===== src/rtl/bus_pkg.sv =====
// rtl/bus_pkg.sv - shared arbiter state encoding and master index type
package bus_pkg;

  localparam int MIDX_W = 2;

  typedef logic [MIDX_W-1:0] midx_t;

  typedef enum logic [1:0] {
    ST_IDLE    = 2'd0,
    ST_GRANT   = 2'd1,
    ST_RELEASE = 2'd2
  } bus_state_e;

endpackage


===== src/rtl/count_reg.sv =====
// rtl/count_reg.sv - clearable up-counter with enable
module count_reg #(
  parameter int WIDTH = 8
) (
  input  logic             clk_i,
  input  logic             rst_ni,
  input  logic             clr_i,
  input  logic             en_i,
  output logic [WIDTH-1:0] cnt_o
);

  logic [WIDTH-1:0] cnt_q;
  logic [WIDTH-1:0] cnt_d;

  // Clear wins over increment so a fresh grant always starts from zero.
  always_comb begin
    cnt_d = cnt_q;
    if (clr_i) begin
      cnt_d = '0;
    end else if (en_i) begin
      cnt_d = cnt_q + WIDTH'(1);
    end
  end

  // Counter register.
  always_ff @(posedge clk_i or negedge rst_ni) begin
    if (!rst_ni) begin
      cnt_q <= '0;
    end else begin
      cnt_q <= cnt_d;
    end
  end

  assign cnt_o = cnt_q;

endmodule


===== src/rtl/rr_select.sv =====
// rtl/rr_select.sv - round-robin pick of the first request after the last owner
module rr_select
  import bus_pkg::*;
(
  input  logic [3:0] req,
  input  midx_t      last,
  output midx_t      idx,
  output logic       any
);

  midx_t cand;

  // Walk offsets 4 down to 1 so the nearest requester after 'last' is the final
  // assignment; offset 4 wraps back to 'last' itself as the lowest priority.
  always_comb begin
    idx  = '0;
    any  = 1'b0;
    cand = '0;
    for (int k = 4; k >= 1; k--) begin
      cand = last + MIDX_W'(k);
      if (req[cand]) begin
        idx = cand;
        any = 1'b1;
      end
    end
  end

endmodule


===== src/rtl/bus_arbiter.sv =====
// rtl/bus_arbiter.sv - four-master round-robin bus arbiter with hold watchdog
module bus_arbiter
  import bus_pkg::*;
#(
  parameter int BUS_WIDTH   = 32,
  parameter int CTRL_WIDTH  = 8,
  parameter int NUM_MASTERS = 4,
  parameter int TIMEOUT     = 255
) (
  input  logic                              clk50MHz,
  input  logic                              rst_n,
  input  logic [NUM_MASTERS-1:0]            bus_req,
  output logic [NUM_MASTERS-1:0]            bus_ack,
  input  logic [NUM_MASTERS*BUS_WIDTH-1:0]  m_bus,
  input  logic [NUM_MASTERS*CTRL_WIDTH-1:0] m_ctrl,
  output logic [BUS_WIDTH-1:0]              bus_out,
  output logic [CTRL_WIDTH-1:0]             ctrl_out,
  output logic [1:0]                        owner,
  output logic                              owner_valid,
  output logic                              timeout_err
);

  bus_state_e state_q, state_d;
  midx_t      owner_q, owner_d;
  midx_t      last_q, last_d;
  logic       terr_q, terr_d;

  midx_t      rr_idx;
  logic       rr_any;
  logic [7:0] hold_cnt;
  logic       owner_req;
  logic       hold_expired;

  rr_select u_rr_select (
    .req  (bus_req),
    .last (last_q),
    .idx  (rr_idx),
    .any  (rr_any)
  );

  count_reg #(
    .WIDTH (8)
  ) u_hold_cnt (
    .clk_i  (clk50MHz),
    .rst_ni (rst_n),
    .clr_i  ((state_q == ST_IDLE) && rr_any),
    .en_i   (state_q == ST_GRANT),
    .cnt_o  (hold_cnt)
  );

  assign owner_req    = bus_req[owner_q];
  // The counter holds the number of completed grant cycles, so this is the
  // last cycle before it would reach TIMEOUT.
  assign hold_expired = (hold_cnt == 8'(TIMEOUT - 1));

  // State register.
  always_ff @(posedge clk50MHz or negedge rst_n) begin
    if (!rst_n) begin
      state_q <= ST_IDLE;
    end else begin
      state_q <= state_d;
    end
  end

  // Next-state logic; a dropped request or an expired hold both end the grant.
  always_comb begin
    state_d = state_q;
    case (state_q)
      ST_IDLE:    if (rr_any) state_d = ST_GRANT;
      ST_GRANT:   if (!owner_req || hold_expired) state_d = ST_RELEASE;
      ST_RELEASE: state_d = ST_IDLE;
      default:    state_d = ST_IDLE;
    endcase
  end

  // Owner capture, last-owner update and watchdog flag for the next cycle.
  always_comb begin
    owner_d = owner_q;
    last_d  = last_q;
    terr_d  = 1'b0;
    if ((state_q == ST_IDLE) && rr_any) begin
      owner_d = rr_idx;
    end
    if ((state_q == ST_GRANT) && (state_d == ST_RELEASE)) begin
      last_d = owner_q;
      // A voluntary release at the expiry cycle is not a watchdog event.
      terr_d = owner_req && hold_expired;
    end
  end

  // Datapath registers; last owner resets to 3 so master 0 is searched first.
  always_ff @(posedge clk50MHz or negedge rst_n) begin
    if (!rst_n) begin
      owner_q <= '0;
      last_q  <= 2'd3;
      terr_q  <= 1'b0;
    end else begin
      owner_q <= owner_d;
      last_q  <= last_d;
      terr_q  <= terr_d;
    end
  end

  // Grant outputs and shared bus mux, decoded from the registered state and owner.
  always_comb begin
    bus_ack     = '0;
    owner_valid = 1'b0;
    bus_out     = '0;
    ctrl_out    = '0;
    if (state_q == ST_GRANT) begin
      bus_ack[owner_q] = 1'b1;
      owner_valid      = 1'b1;
      bus_out          = m_bus[int'(owner_q)*BUS_WIDTH +: BUS_WIDTH];
      ctrl_out         = m_ctrl[int'(owner_q)*CTRL_WIDTH +: CTRL_WIDTH];
    end
  end

  assign owner       = owner_q;
  assign timeout_err = terr_q;

endmodule


===== config.mk =====
export PLATFORM = sky130hd
export DESIGN_NAME = bus_arbiter
export DESIGN_NICKNAME = d
export VERILOG_FILES = /design/src/rtl/bus_pkg.sv /design/src/rtl/count_reg.sv /design/src/rtl/rr_select.sv /design/src/rtl/bus_arbiter.sv
export SDC_FILE = /design/constraint.sdc
export NUM_CORES = 1
export LEC_CHECK = 0
export ABC_CLOCK_PERIOD_IN_PS = 5640
export BUFFER_PORTS_ARGS = -buffer_cell sky130_fd_sc_hd__buf_2
export CELL_PAD_IN_SITES_DETAIL_PLACEMENT = 1
export CELL_PAD_IN_SITES_GLOBAL_PLACEMENT = 1
export CORE_AREA = 2 2 92 94
export DETAILED_ROUTE_END_ITERATION = 7
export DIE_AREA = 0 0 94 96
export PLACE_DENSITY_LB_ADDON = 0.25
export SYNTH_ARGS = -nofsm -noshare
export SYNTH_HDL_FRONTEND = slang
export SYNTH_SLANG_ARGS = --single-unit

===== constraint.sdc =====
create_clock -name clk50MHz -period 5.64 [get_ports clk50MHz]
set_clock_uncertainty 0.15 [all_clocks]
set_input_delay 0.846 -clock clk50MHz [delete_from_list [all_inputs] [get_ports clk50MHz]]
set_output_delay 0.846 -clock clk50MHz [all_outputs]
set_load 0.02 [all_outputs]

# == Yosys cells after proc, flatten, opt, wreduce, memory -nomap -nowiden ==
# Cells that the tools add are included.
# totals
ff_bits,15
latch_bits,0
mem_bits_rw,0
mem_bits_ro,0
out_inout_bits,48
elab_cells,58
memories,0
# op_classes
n_addsub,4
multipliers,0
n_div,0
n_lt_le_gt_ge,6
n_eq_ne,3
shifts,2
muxes,30
bitwise,0
reduce_logical,8
# op_table
op,n
variable part select 128 x 8 -> 32 bit,1
2-to-1 mux 32 bit,1
variable part select 32 x 6 -> 8 bit,1
2-to-1 mux 8 bit,3
< comparator 2 x 3 -> 1 bit (second input constant),5
2-to-1 mux 1 bit,12
2-to-1 mux 2 bit,6
binary-select mux 1 bit (select 2 bit),5
adder 8 x 1 -> 8 bit (second input constant),1
equality test 8 bit (second input constant),1
adder 2 bit (second input constant),2
logical AND 1 bit,4
2-to-1 mux 4 bit,1
one-hot mux 2 bit (2 select lines),1
adder 2 x 1 -> 2 bit (second input constant),1
demux 1 bit (select 2 bit),1
equality test 2 x 1 -> 1 bit (second input constant),1
equality test 2 bit (second input constant),1
>= comparator 2 x 1 -> 1 bit (second input constant),1
zero test 2 bit,1
nonzero test 2 bit,1
zero test 1 bit,1
logical OR 1 bit,1

# == Longest topological paths before layout ==
# depth
ltp_word,11
depth_mapped,7

# == Modules after synthesis ==
# From an unflattened synthesis, not the netlist that was laid out.
# hier_totals
hier_cells,173
hier_area_um2,2049.5
# by_module_without_submodules
mod,n_inst,cells_each,area_each_um2,seq_area_each_um2
bus_arbiter,1,122,1561.5,177.7
count_reg,1,37,396.6,200.2
rr_select,1,14,91.3,0.0

# == Least setup slack after synthesis ==
# No wires, ideal clock.
# synth_timing
path_kind,reg2out
from,register owner_q[0] (netlist: owner[0])
to,output port ctrl_out[3]
t_arrival_ns,1.628
t_required_ns,4.644
path_slack_ns,3.016
path_stages_with_launch,5
cell_sequence,dfrtp_1 buf_4 buf_4 mux4_2 and2_1
# synth_between
elab_chain_len,2
# synth_lines
element,line,source
"start, declared",bus_arbiter.sv:24,"midx_t owner_q, owner_d;"
"start signal, assigned",bus_arbiter.sv:98,owner_q <= owner_d;
variable part select 32 x 6 -> 8 bit,bus_arbiter.sv:114,ctrl_out = m_ctrl[int'(owner_q)*CTRL_WIDTH +: CTRL_WIDTH];
2-to-1 mux 8 bit,bus_arbiter.sv:110,if (state_q == ST_GRANT) begin
"end, declared",bus_arbiter.sv:17,"output logic [CTRL_WIDTH-1:0] ctrl_out,"
# Every way passes these cells.

# == Worst setup path after layout ==
# layout_timing
from,register owner_q[0] (netlist: owner[0])
to,output port bus_out[17]
# layout_between
elab_chain_len,2
# layout_lines
element,line,source
variable part select 128 x 8 -> 32 bit,bus_arbiter.sv:113,bus_out = m_bus[int'(owner_q)*BUS_WIDTH +: BUS_WIDTH];
2-to-1 mux 32 bit,bus_arbiter.sv:110,
"end, declared",bus_arbiter.sv:16,"output logic [BUS_WIDTH-1:0] bus_out,"
# Every way passes these cells.

==> impl_results.md <==
* Outcome: finished clean
* Most frequent cells in the layout: buf_2, mux4_2, and2_1
* Via-to-Cell Ratio at 4.95
* GRT met3 Usage at 4.93%
* Gpl congestion at between 0.8 and 0.9
* DR vias at roughly 2400
* DRC errors left at 0
* Root Driver: clkbuf_8
* Hold WC Path Type: flip-flop to flip-flop
* Worst path required time at between 4 and 5 ns
* Hold Slack at 0.326 ns
* TritonCTS Buffers at 3
* Logic pwr share at 74.1%
* Sequential share of power at slightly below 20%
* Startpoint class of the critical path: flip-flop
* Worst Max-Slew Pin Slew at 1.06 ns
* Met1 Resource Use GR at between 10% and 20%
* Synth-to-Final Area Change at 57.0%
* Share of cells above drive strength 1 at a little over two thirds
* Total Routing Usage GR at a little under a fifth
* Syn. warnings at 0
* GR peak layer: met2
* FF/Latch Area at approximately 380 um^2
* Gr ovfl total at 0
* Antenna violations before repair at 0
* Period utilisation layout at 63.1%
* Row count at 33
* Cells after Synth at 175
* H-tree depth at 1
* GR Util met2 at 35.8%
* Die height at around 96 um
* Largest net degree at the start of global routing at just over 50
* Max_slew headroom at 29.5%
* Min Tclk post-route at 3.56 ns
* CP Max Fanout at 31
* Cell Area, Synth at 2040 um^2
* Int Power at roughly 740 uW
* Clock sink total at 15
* Clk Latency, worst-skew pair at 0.25 ns
* Mean Syn Cell Area at 11.7 um^2
* P_sw at just over 700 uW
* Drt first pass iters at 4
* Slew Limit Fails at 0
* RSZ-0062 raised after global routing: no
* Number of max-cap violations at 0
* Leakage at roughly 0.0017 uW
* Die Wd at 94 um
* Port Buf Inserts at between 200 and 250
* Power per cell area at 451 nW/um^2
* Setup Buffers After CTS at 0
* Most common cell after layout, fill and taps aside: buf_2
* Sum Neg Setup Slack at 0 ns
* PostCTS Resize Cnt at 0
* DR WL/cell at 17.1 um
* Crit end category: output pin
* Crit Path Class: flip-flop to output pin
* Die Area at 9020 um^2
* Hold buffer count at CTS at 0
* Area occupied by multi-input gates at 1550 um^2
* Antenna Cells at 0
* CTS Buffer Depth at 2
* Total Nets Final at 547
* Net Sw Frac at about half
* Starting DRT DRC Count at 35
* Core Region at 8050 um^2
* Syn nets at ~340
* #FFs+latches synth at 15
* Clock power share at 6.2%
* Number of fill cells at approximately 980
* Biggest area consumer among synthesized cells: mux4_2
* Peak VDD IR at approximately 0.27 mV
* CTS tree: yes
* Final setup vio count at 0
* IO Pins at around 210
* Placed wire-length estimate at 6900 um
* Hold Fails Final Rpt at 0
* Final wirelength at 8240 um
* Vias in the first global route at 2568
* Starting Density at 25.4%
* Worst path arrival time at 2.56 ns
* First-pass GRT wire length at 12500 um
* Synth unique cells at 33
* Max Freq at 281 MHz
* Final ANT Viol Nets at 0
* Synth area leaders: mux4_2, dfrtp_1, and2_1, dfstp_2, nand2_1
* CTS clk-pin slew, worst paths at 0.07 ns
* Post-synthesis sequential area ratio at 18.5%
* Synth top area share at 45.2%
==> power by group through the flow <==
stage	combinational [uW]	sequential [uW]	clock (uW)
after floorplan	889	179	0
after global placement	1070	288	0
after detailed placement	1090	290	0
after CTS	1090	289	93.3
after global routing	1160	305	98.5
final	1070	285	90.4
==> through the flow <==
| stage | cells | utilization [%] | power (uW) | instance area (um^2) | setup slack [ns] |
|---|---|---|---|---|---|
| final | 483 | 39.8 | 1450 | 3210 | 2.08 |
| after global routing | 483 | 39.8 | 1560 | 3210 | 1.86 |
| after CTS | 483 | 39.8 | 1480 | 3210 | 1.99 |
| after detailed placement | 479 | 39.3 | 1380 | 3160 | 2.27 |
| after global placement | 479 | 39.3 | 1360 | 3160 | 2.31 |
| after floorplan | 175 | - | 1070 | 2040 | 3.02 |
==> final cells by class <==
| type | instances | share of cell area [%] |
|---|---|---|
| clock buffer | 3 | 1.29 |
| clock inverter | 1 | 0.156 |
| multi-input combinational | 140 | 48.4 |
| tap | 105 | 4.10 |
| inverter | 4 | 0.468 |
| timing repair buffer | 215 | 33.7 |
| sequential | 15 | 11.9 |
==> critical path, cell delays in order, from the launching register on <==
cell	delay, ns
dfrtp_2	0.94
buf_4	0.47
mux4_2	0.57
and2_1	0.17
buf_2	0.15
==> registers in the layout, indices dropped and copies added, names as in the netlist <==
register,cells
state_q,2
owner,2
u_hold_cnt.cnt_o,8
timeout_err,1
last_q,2
==> per-layer routing <==
layer  share of wire [%]  wire, um  vias to the layer above
li1                    -         -                     1083
met1                  35      2910                     1162
met2                  52      4320                      133
met3                  10       845                       14
met4                 2.0       161                        0
met5                   0         0                        -
==> cells by family (layout without fill, tap and decap cells) <==
group                      count (synthesis)  after routing  synth area share [%]
AOI/OAI and AO/OA                         16             16                  5.51
xor gates and xnor gates                   3              3                  1.29
adders and majority gates                  2              2                  1.22
buffers and inverters                     20            223                  5.45
DFF                                       15             15                  18.5
muxes                                     45             45                  47.6
and+or+nand+nor                           74             74                  20.4
==> synth_stat cells (all sizes together) <==
library cell   n
a21oi          2
nor3b          2
a31oi          1
nor3           2
nand2b         1
nand2         10
and2          40
mux4          41
nor2b          2
dfrtp         13
a211o          1
mux2           2
nor2           8
o22a           1
a211oi         1
mux2i          2
ha             2
and3           5
nand3          1
xor2           3
o22ai          2
buf           11
nand4          3
o211ai         1
clkbuf         5
a21o           3
dfstp          2
a2111oi        1
inv            4
o21ai          3
==> final timing paths <==
path / startpoint / to / slack [ns] / cells past startpoint
max: owner[0]$_DFFE_PN0P_ / bus_out[17] / 2.08 / 4
min: u_hold_cnt.cnt_o[7]$_DFFE_PN0P_ / u_hold_cnt.cnt_o[7]$_DFFE_PN0P_ / 0.33 / 1
max reg2reg: owner[0]$_DFFE_PN0P_ / last_q[0]$_DFFE_PN1P_ / 3.30 / 3
min reg2reg: u_hold_cnt.cnt_o[7]$_DFFE_PN0P_ / u_hold_cnt.cnt_o[7]$_DFFE_PN0P_ / 0.33 / 1
max in group asynchronous: rst_n / last_q[0]$_DFFE_PN1P_ / 4.69 / 1
min in group asynchronous: rst_n / timeout_err$_DFF_PN0_ / 0.35 / 1
Power figures use the tool's default switching activity.
